## config.mk

```make
export PLATFORM = sky130hd
export DESIGN_NAME = cordic_rotate
export DESIGN_NICKNAME = d
export VERILOG_FILES = /design/src/rtl/cordic_pkg.sv /design/src/rtl/cordic_atan_rom.sv /design/src/rtl/cordic_rotate.sv
export SDC_FILE = /design/constraint.sdc
export NUM_CORES = 1
export LEC_CHECK = 0
export ABC_AREA = 1
export CELL_PAD_IN_SITES_DETAIL_PLACEMENT = 1
export CELL_PAD_IN_SITES_GLOBAL_PLACEMENT = 1
export CORE_ASPECT_RATIO = 0.5
export CORE_MARGIN = 2
export CORE_UTILIZATION = 40
export CTS_CLUSTER_DIAMETER = 100
export CTS_CLUSTER_SIZE = 8
export DETAILED_ROUTE_END_ITERATION = 10
export GPL_TIMING_DRIVEN = 1
export PLACE_DENSITY_LB_ADDON = 0.1
export SETUP_SLACK_MARGIN = 0.5
export SYNTH_ARGS = -nofsm -noshare
export SYNTH_HDL_FRONTEND = slang
export SYNTH_SLANG_ARGS = --single-unit
```

## constraint.sdc

```tcl
create_clock -name clock -period 6.4 [get_ports clock]
set_input_delay 0.96 -clock clock [delete_from_list [all_inputs] [get_ports clock]]
set_output_delay 0.96 -clock clock [all_outputs]
set_load 0.005 [all_outputs]
```

## src/rtl/cordic_pkg.sv

```systemverilog
`default_nettype none
// ---------------------------------------------------------------------------
// cordic_pkg : shared CORDIC constants, mode codes and FSM state type
// Revision   : 1.0
// ---------------------------------------------------------------------------
package cordic_pkg;

  localparam int DEF_WIDTH = 32;
  localparam int DEF_FRAC  = 16;
  localparam int DEF_ITER  = 16;

  localparam logic [1:0] MODE_CIRCULAR = 2'd0;
  localparam logic [1:0] MODE_LINEAR   = 2'd1;

  typedef enum logic [1:0] {
    ST_IDLE = 2'd0,
    ST_RUN  = 2'd1,
    ST_DONE = 2'd2
  } state_t;

endpackage
`default_nettype wire

```

## src/rtl/cordic_atan_rom.sv

```systemverilog
`default_nettype none
// ---------------------------------------------------------------------------
// cordic_atan_rom : combinational atan(2^-i), rounded to nearest in Q.FRAC
// Revision        : 1.0
// ---------------------------------------------------------------------------
module cordic_atan_rom #(
  parameter int WIDTH = 32,
  parameter int FRAC  = 16,
  parameter int IW    = 5
) (
  input  logic [IW-1:0]    i,
  output logic [WIDTH-1:0] atan
);

  // Table is held in Q30, so FRAC must not exceed 29.
  localparam logic [63:0] RND = 64'd1 << (29 - FRAC);
  localparam int          SH  = 30 - FRAC;

  logic [63:0] q30;

  always_comb begin
    q30 = 64'd0;
    case (int'(i))
      0:  q30 = 64'h3243F6A8;
      1:  q30 = 64'h1DAC6705;
      2:  q30 = 64'h0FADBAFC;
      3:  q30 = 64'h07F56EA6;
      4:  q30 = 64'h03FEAB76;
      5:  q30 = 64'h01FFD55B;
      6:  q30 = 64'h00FFFAAA;
      7:  q30 = 64'h007FFF55;
      8:  q30 = 64'h003FFFEA;
      9:  q30 = 64'h001FFFFD;
      10: q30 = 64'h000FFFFF;
      default: begin
        // Beyond i=10 atan(2^-i) equals 2^-i to well under half a Q30 LSB.
        if (int'(i) <= 30) q30 = 64'd1 << (30 - int'(i));
      end
    endcase
    atan = WIDTH'((q30 + RND) >> SH);
  end

endmodule
`default_nettype wire

```

## src/rtl/cordic_rotate.sv

```systemverilog
`default_nettype none
// ---------------------------------------------------------------------------
// cordic_rotate : iterative rotation-mode CORDIC (circular / linear), no gain fix
// Revision      : 1.0
// ---------------------------------------------------------------------------
module cordic_rotate
  import cordic_pkg::*;
#(
  parameter int WIDTH = DEF_WIDTH,
  parameter int FRAC  = DEF_FRAC,
  parameter int ITER  = DEF_ITER
) (
  input  logic                    clock,
  input  logic                    reset,
  input  logic                    start,
  input  logic [1:0]              mode,
  input  logic signed [WIDTH-1:0] x,
  input  logic signed [WIDTH-1:0] y,
  input  logic signed [WIDTH-1:0] angle,
  output logic                    busy,
  output logic                    done,
  output logic signed [WIDTH-1:0] rotated_x,
  output logic signed [WIDTH-1:0] rotated_y,
  output logic signed [WIDTH-1:0] final_angle
);

  localparam int             CW   = $clog2(ITER + 1);
  localparam logic [CW-1:0]  LAST = CW'(ITER);
  localparam logic [WIDTH-1:0] ONE = WIDTH'(1) << FRAC;

  state_t                  state, state_nx;
  logic [CW-1:0]           iter;
  logic [1:0]              mode_r;
  logic signed [WIDTH-1:0] xr, yr, zr;
  logic signed [WIDTH-1:0] x_sh, y_sh, x_nx, y_nx, z_nx;
  logic signed [WIDTH-1:0] atan_val, lin_step;
  logic                    neg;

  cordic_atan_rom #(.WIDTH(WIDTH), .FRAC(FRAC), .IW(CW)) u_rom (
    .i    (iter),
    .atan (atan_val)
  );

  assign busy = (state == ST_RUN);
  assign done = (state == ST_DONE);

  // Single micro-rotation stage shared by every iteration.
  always_comb begin
    x_sh     = xr >>> iter;
    y_sh     = yr >>> iter;
    lin_step = ONE >> iter;
    neg      = zr[WIDTH-1];
    x_nx     = xr;
    y_nx     = yr;
    z_nx     = zr;
    case (mode_r)
      MODE_CIRCULAR: begin
        x_nx = neg ? xr + y_sh     : xr - y_sh;
        y_nx = neg ? yr - x_sh     : yr + x_sh;
        z_nx = neg ? zr + atan_val : zr - atan_val;
      end
      MODE_LINEAR: begin
        y_nx = neg ? yr - x_sh     : yr + x_sh;
        z_nx = neg ? zr + lin_step : zr - lin_step;
      end
      default: ;
    endcase
  end

  always_comb begin
    state_nx = state;
    case (state)
      ST_IDLE, ST_DONE: state_nx = start ? ST_RUN : ST_IDLE;
      ST_RUN:           if (iter == LAST) state_nx = ST_DONE;
      default:          state_nx = ST_IDLE;
    endcase
  end

  always_ff @(posedge clock) begin
    if (reset) begin
      state       <= ST_IDLE;
      iter        <= '0;
      mode_r      <= MODE_CIRCULAR;
      xr          <= '0;
      yr          <= '0;
      zr          <= '0;
      rotated_x   <= '0;
      rotated_y   <= '0;
      final_angle <= '0;
    end else begin
      state <= state_nx;
      case (state)
        ST_IDLE, ST_DONE: begin
          if (start) begin
            xr     <= x;
            yr     <= y;
            zr     <= angle;
            mode_r <= mode;
            iter   <= '0;
          end
        end
        ST_RUN: begin
          // ITER rotations, then one write-back cycle onto the outputs.
          if (iter != LAST) begin
            xr   <= x_nx;
            yr   <= y_nx;
            zr   <= z_nx;
            iter <= iter + 1'b1;
          end else begin
            rotated_x   <= xr;
            rotated_y   <= yr;
            final_angle <= zr;
          end
        end
        default: ;
      endcase
    end
  end

endmodule
`default_nettype wire

```

Yosys cells after proc, flatten, opt, wreduce, memory -nomap -nowiden
Index checks and enable logic that the tools add are counted.
- register bits: 201
- input bits: 101
- $add $sub $neg: 11
- magnitude comparators: 1
- equal/unequal tests: 21
- shift operators: 4
- mux-type cells: 24
- bitwise operators: 1
- reduce and logical (&&, ||, !) cells: 12
- operators by type and width (operator ; count):
    one-hot mux 46 bit (11 select lines) ; 1
    two-way mux 32 bit ; 12
    one-hot mux 32 bit (2 select lines) ; 4
    adder 32 bit ; 4
    subtractor 32 bit ; 4
    >>> shifter 32 x 5 -> 32 bit ; 2
    adder 46 x 14 -> 46 bit (second input constant) ; 1
    two-way mux 46 bit ; 1
    << shifter 1 x 32 -> 46 bit (first input constant) ; 1
    >> shifter 17 x 5 -> 32 bit (first input constant) ; 1
    == test 5 x 3 -> 1 bit (second input constant) ; 4
    == test 5 x 4 -> 1 bit (second input constant) ; 3
    AND reduction 4 bit ; 3
    == test 5 x 2 -> 1 bit (second input constant) ; 2
    two-way mux 5 bit ; 2
    one-hot mux 5 bit (2 select lines) ; 1
    inequality test 2 x 1 -> 1 bit (second input constant) ; 3
    subtractor 5 x 5 -> 6 bit (first input constant) ; 1
    adder 5 x 1 -> 5 bit (second input constant) ; 1
    == test 5 x 1 -> 1 bit (second input constant) ; 1
    == test 5 bit (second input constant) ; 1
    <= comparator 5 bit (second input constant) ; 1
    zero test 5 bit ; 1
    inequality test 5 bit (second input constant) ; 1
    13 further kinds ; 18

Depth between registers and ports, before layout
- depth after elaboration: 10
- mapped depth: 45
- depth with buffers taken out: 42

By module
Synthesis repeated with hierarchy kept, for this count alone.
- cell total of the unflattened synthesis: 3613
- area, all modules: 21124.0 µm²
- by module, submodules not included (module ; instances ; cells each ; area each (µm²) ; seq. area each (µm²)):
    cordic_rotate ; 1 ; 3348 ; 19756.4 ; 4023.9
    cordic_atan_rom ; 1 ; 265 ; 1367.6 ; 0.0

Least setup slack after synthesis
Ideal clock, no wire load.
- path kind: register -> register
- start point: register iter[0]
- end point: register zr[22]
- setup time: 0.132 ns
- arrival time: 5.099 ns
- required time: 6.268 ns
- setup slack: 1.169 ns
- stages on the path, launching flop included: 39
- period minus slack after synthesis: 5.231 ns
- cell sequence: dfxtp_1 > inv_2 > buf_2 > buf_2 > ha_1 > inv_1 > nor2_1 > nand2_1 > nand2_2 > nor2_4 > nand2_2 > nor2_4 > buf_6 > nand2_1 > nand2_2 > inv_1 > ha_1 > nand3_2 > [... 3 more ...] > a21oi_1 > fa_1 > nand3_1 > nand2_1 > nand2_1 > nand2_1 > a21oi_1 > nor2_1 > o21ai_0 > nand2_1 > a21oi_1 > o21ai_0 > a21boi_0 > o21bai_1 > nand2_1 > nand2_1 > o21ai_0 > a21oi_1
- word-level cells in the longest chain between the ends: 10
- elaborated cells between the ends (all ways): 30
- classes of those cells: 6 x add/sub; 1 x order compare; 12 x eq/ne; 2 x shift; 7 x mux; 2 x reduce/logical
- ends and longest elaborated chain (what ; RTL line ; RTL):
    start, declared ; cordic_rotate.sv:32 ; logic [CW-1:0] iter;
    start signal, assigned ; cordic_rotate.sv:108 ; iter <= iter + 1'b1;
    subtractor 5 x 5 -> 6 bit ; cordic_atan_rom.sv:37 ; if (int'(i) <= 30) q30 = 64'd1 << (30 - int'(i));
    << shifter 1 x 32 -> 46 bit ; cordic_atan_rom.sv:37 ;
    two-way mux 46 bit ; cordic_atan_rom.sv:37 ;
    one-hot mux 46 bit (11 select lines) ; cordic_atan_rom.sv:23 ; case (int'(i))
    adder 46 x 14 -> 46 bit ; cordic_atan_rom.sv:40 ; atan = WIDTH'((q30 + RND) >> SH);
    subtractor 32 bit / adder 32 bit (equally long branches) ; cordic_rotate.sv:60 ; z_nx = neg ? zr + atan_val : zr - atan_val;
    two-way mux 32 bit ; cordic_rotate.sv:60 ;
    one-hot mux 32 bit (2 select lines) ; cordic_rotate.sv:56 ; case (mode_r)
    two-way mux 32 bit ; cordic_rotate.sv:104 ; if (iter != LAST) begin
    one-hot mux 32 bit (2 select lines) ; cordic_rotate.sv:92 ; case (state)
    end signal, assigned ; cordic_rotate.sv:97 ; zr <= angle;
    end signal, assigned ; cordic_rotate.sv:107 ; zr <= z_nx;
    end, declared ; cordic_rotate.sv:34 ; logic signed [WIDTH-1:0] xr, yr, zr;
Parallel ways exist; a longest one is shown, timed or not. The select of a mux whose other input is x is not followed.
A chain may end at the register's enable or synchronous reset.

Final worst setup path
- start point: register iter[2]
- end point: register yr[24]
- word-level cells in the longest chain between the ends: 6
- elaborated cells between the ends (all ways): 10
- classes of those cells: 2 x add/sub; 2 x eq/ne; 1 x shift; 4 x mux; 1 x reduce/logical
- ends and longest elaborated chain (what ; RTL line ; RTL):
    >>> shifter 32 x 5 -> 32 bit ; cordic_rotate.sv:49 ; x_sh = xr >>> iter;
    adder 32 bit / subtractor 32 bit (equally long branches) ; cordic_rotate.sv:59, cordic_rotate.sv:63 ;
    two-way mux 32 bit ; cordic_rotate.sv:59, cordic_rotate.sv:63 ;
    two-way mux 32 bit ; n/a ;
    two-way mux 32 bit ; cordic_rotate.sv:104 ;
    one-hot mux 32 bit (2 select lines) ; cordic_rotate.sv:92 ;
    end signal, assigned ; cordic_rotate.sv:96 ; yr <= y;
    end signal, assigned ; cordic_rotate.sv:106 ; yr <= y_nx;
    end, declared ; cordic_rotate.sv:34 ;
Parallel ways exist; a longest one is shown, timed or not. The select of a mux whose other input is x is not followed.

==> results.md <==
- The number of placement rows is 57.
- Of the synthesized area, sequential elements account for 20.54%.
- For this run, design rule violations remaining after detail routing come to 0.
- Summing every instance area after synthesis gives 19590 sq um.
- The total overflow left after global routing is 0.
- The initial core utilization is 40.45%.
- The first detailed-routing pass took 5 iterations.
- In this run the critical register-to-register path is launched from iter[2]$_SDFFE_PP0P_.
- Setup repair after global routing could not meet its margin everywhere.
- Entering global routing, the biggest net connects 133 pins.
- The worst-margin pin slew is 0.9987 ns.
- Averaged over all synthesized cells, the footprint is 5.969 sq um.
- The summed negative setup slack over all endpoints is 0 ns.
- The area added between synthesis and finish is 18.48%.
- The library cell with the largest summed area after synthesis is sky130_fd_sc_hd__dfxtp_1.
- 0 antenna diodes ended up in the layout.
- Dividing the final minimum period by the clock period gives 86.82%.
- Summed over all nets, the half-perimeter wirelength after detailed placement is 63.13 mm.
- For met3 alone, demand over resource in global routing was 3.887%.
- The initial detailed-routing violation count is 1625.
- For this design, the sink count on the clock tree is 201.
- The worst setup path is captured at a flop.
- The initial antenna violation count is 2.
- The register-to-register setup slack is 0.84 ns.
- The worst-path maximum fanout is 11.
- The die is 317.0 um wide.
- The buffer type at the clock tree root is sky130_fd_sc_hd__clkbuf_16.
- In this run the deepest clock path goes through 3 buffers.
- In this run, synthesis produced a sequential element count of 201.
- The via count of the first global-routing pass was 22854.
- The met2 track utilization from global routing is 51.86%.
- The vertical die dimension is 160.5 um.
- The maximum cell stage delay along the critical path is 0.39 ns.
- The critical setup path kind is flop to flop.
- The maximum frequency from static timing analysis is 180.0 MHz.
- The number of buffer cells added on primary ports is 198.
- The worst slack after detailed placement is 0.2223 ns.
- The post-layout minimum cycle time is 5.556 ns.
- The detail route stage leaves a number of antenna-violating nets equal to 0.
- The clock reaches the later pin of the worst-skew pair after 0.61 ns.
- Data on the critical path is required at its endpoint by 6.84 ns.
- The number of CTS-inserted buffers is 29.
- For this design the ratio of total power to cell area is 283.7 nW/um^2.
- The top-area cell type share of the netlist area is 20.54%.
- Detailed routing inserted a total of 23002 vias.
- The most congested layer reported by global routing is met2.
- The run finished with clean final reports.
- The first-pass GRT wire length is 128.4 mm.
- The final hold violation count is 0.
- The count of max-cap constraint violations is 0.
- The worst hold path begins at rotated_y[22]$_SDFFE_PP0P_.
- The final-report max-slew violation count is 0.
- Across all setup checks in the final design, the least slack found is 0.8437 ns.
- In the final layout, the share of cells above drive strength 1 is 6.845%.
- The number of different library cells used by synthesis comes to 58.
- Ranked by instance count, the synthesized netlist is headed by sky130_fd_sc_hd__nand2_1, sky130_fd_sc_hd__a21oi_1, sky130_fd_sc_hd__nor2_1.
- The dominant cell by count in the synthesized netlist is sky130_fd_sc_hd__nand2_1.
- The class of the worst hold path is flop to flop.
- The total number of nets in the final design is 3614.
- The leakage power figure is 10.15 nW.
- The die covers 50870 sq um.
- For this run, the number of Yosys warnings is 0.
- Routability-driven placement finished with a final weighted congestion of 0.9898.
- Counting flops with a built-in enable in the synthesized netlist gives 0.
- The core region area is 48430 sq um.
- The clock arrives with 0.02873 ns of skew.
- STA puts the critical path data arrival time at 6.00 ns.
- Measured against its own limit, the worst slew margin works out to 33.42%.
- In the synthesized netlist, the number of instances is 3282.
- Summed over all layers, the routed wires come to 82.94 mm.
- The total of endpoints with negative setup slack in the final report is 0.
- The count of boundary I/O pins is 199.
- In the global route stage, met1 resource usage came out at 44.44%.
- The cell with the biggest individual delay on the critical path is sky130_fd_sc_hd__ha_1.
- The net count of the mapped netlist is 3493.
- The startpoint kind of the worst setup timing path is a flop.
- The ratio of routed vias to standard cells is 5.675.
- The primary flip-flop cell chosen by synthesis mapping is sky130_fd_sc_hd__dfxtp_1.
- By area the synthesized netlist is led by sky130_fd_sc_hd__dfxtp_1, sky130_fd_sc_hd__nand2_1, sky130_fd_sc_hd__a21oi_1.
- The maximum vdd ir drop is 0.2332 mV.
- The launching element of the worst setup path is iter[2]$_SDFFE_PP0P_.
- The total routing usage reported by global routing is 31.75%.
- CTS built an H-tree with a depth of 1.
- TritonCTS built the clock tree.
- In the final routed layout, each cell accounts on average for 20.46 um.
- The clock transition at the registers of the reported paths is 0.06 ns.
- The async set-or-reset flop fraction in the synthesized netlist is 0%.
==> flip-flops by register name (all words and copies together), names as in the netlist <==
register,cells
xr,32
state,2
zr,32
mode_r,2
yr,32
final_angle,32
iter,5
rotated_y,32
rotated_x,32
==> stage by stage <==
stage	std cells	hold WS, ns	cell area, sq um	power, mW	util, %
2_1_floorplan	3282	0.4451	19590	3.954	-
3_3_place_gp	3996	0.4474	22010	4.936	45.44
3_5_place_dp	3996	0.4543	22010	5.003	45.44
4_1_cts	4031	0.4634	22810	6.464	47.11
5_1_grt	4053	0.4761	23210	7.075	47.93
6_report	4053	0.4573	23210	6.584	47.93
==> cells in the final DEF (no fill, tap or decap), types with 16 or more instances in the layout <==
cell type,synthesis,routed
sky130_fd_sc_hd__o21ai_1,14,40
sky130_fd_sc_hd__nand2_2,18,24
sky130_fd_sc_hd__nand3_1,232,232
sky130_fd_sc_hd__o211ai_1,30,30
sky130_fd_sc_hd__nand2_1,821,813
sky130_fd_sc_hd__o21ai_0,308,281
sky130_fd_sc_hd__nor2_1,326,317
sky130_fd_sc_hd__ha_1,107,103
sky130_fd_sc_hd__nor2_4,14,16
sky130_fd_sc_hd__buf_4,4,50
sky130_fd_sc_hd__dfxtp_1,201,197
sky130_fd_sc_hd__nor2_2,10,17
sky130_fd_sc_hd__xnor2_1,38,38
sky130_fd_sc_hd__a31oi_1,40,38
sky130_fd_sc_hd__clkbuf_16,0,29
sky130_fd_sc_hd__xor2_1,73,73
sky130_fd_sc_hd__nand4_1,27,27
sky130_fd_sc_hd__clkdlybuf4s50_1,0,197
sky130_fd_sc_hd__mux2i_1,17,17
sky130_fd_sc_hd__inv_1,268,266
sky130_fd_sc_hd__a21oi_1,391,380
sky130_fd_sc_hd__nor3_1,31,26
==> critical path: cells and delay by family (launching register included) <==
family	cells	cell delay [ns]
AO/OA/AOI/OAI	12	2.01
XOR/XNOR	2	0.36
adder cells (fa/ha/maj)	2	0.56
buffers and inverters	7	0.93
flip-flops	1	0.37
AND/OR/NAND/NOR	8	1.14
==> final timing paths <==
path                                endpoint  cells past startpoint
setup reg to reg         yr[24]$_SDFFE_PP0P_                     31
hold / removal    rotated_y[22]$_SDFFE_PP0P_                      2
hold reg to reg   rotated_y[22]$_SDFFE_PP0P_                      2
setup / recovery         yr[24]$_SDFFE_PP0P_                     31
==> metal layers <==
metal	up-vias	wire [um]	part of all wire, %
li1	11201	-	-
met1	11220	40060	48
met2	468	37300	45
met3	113	3520	4.2
met4	0	2057	2.5
met5	-	0	0
==> kinds of logic (layout without fill, tap and decap cells) <==
kind of cell    Yosys count  in the layout  share of synthesized area [%]
simple gates           1527           1527                          33.25
compound gates          864            864                          24.09
buf+inv                 452            574                          9.147
flops                   201            201                          20.54
xor+xnor                111            111                          4.963
fa+ha+maj               110            110                          7.141
mux                      17             17                         0.8687
==> where the power goes <==
group          switching [mW]  internal [mW]
clock network           0.629          0.792
logic                    2.39           1.26
registers               0.167           1.34
total                    3.19           3.40
==> final cells by class <==
type	instances	area, sq um
Clock inverter	2	17.52
Tap cell	649	812.0
Fill cell	6599	25220
Multi-Input combinational cell	2629	13990
Inverter	280	1054
Timing Repair Buffer	262	2576
Clock buffer	30	729.5
Sequential cell	201	4034
==> timing repair <==
action	in CTS	in global routing
pin swaps	1	11
hold endpoints to repair	0	0
buffers inserted	3	22
endpoints found under the setup margin	18	47
hold buffers	0	0
gates resized for setup	11	89
Note: power is estimated with default switching activity, not from simulation.
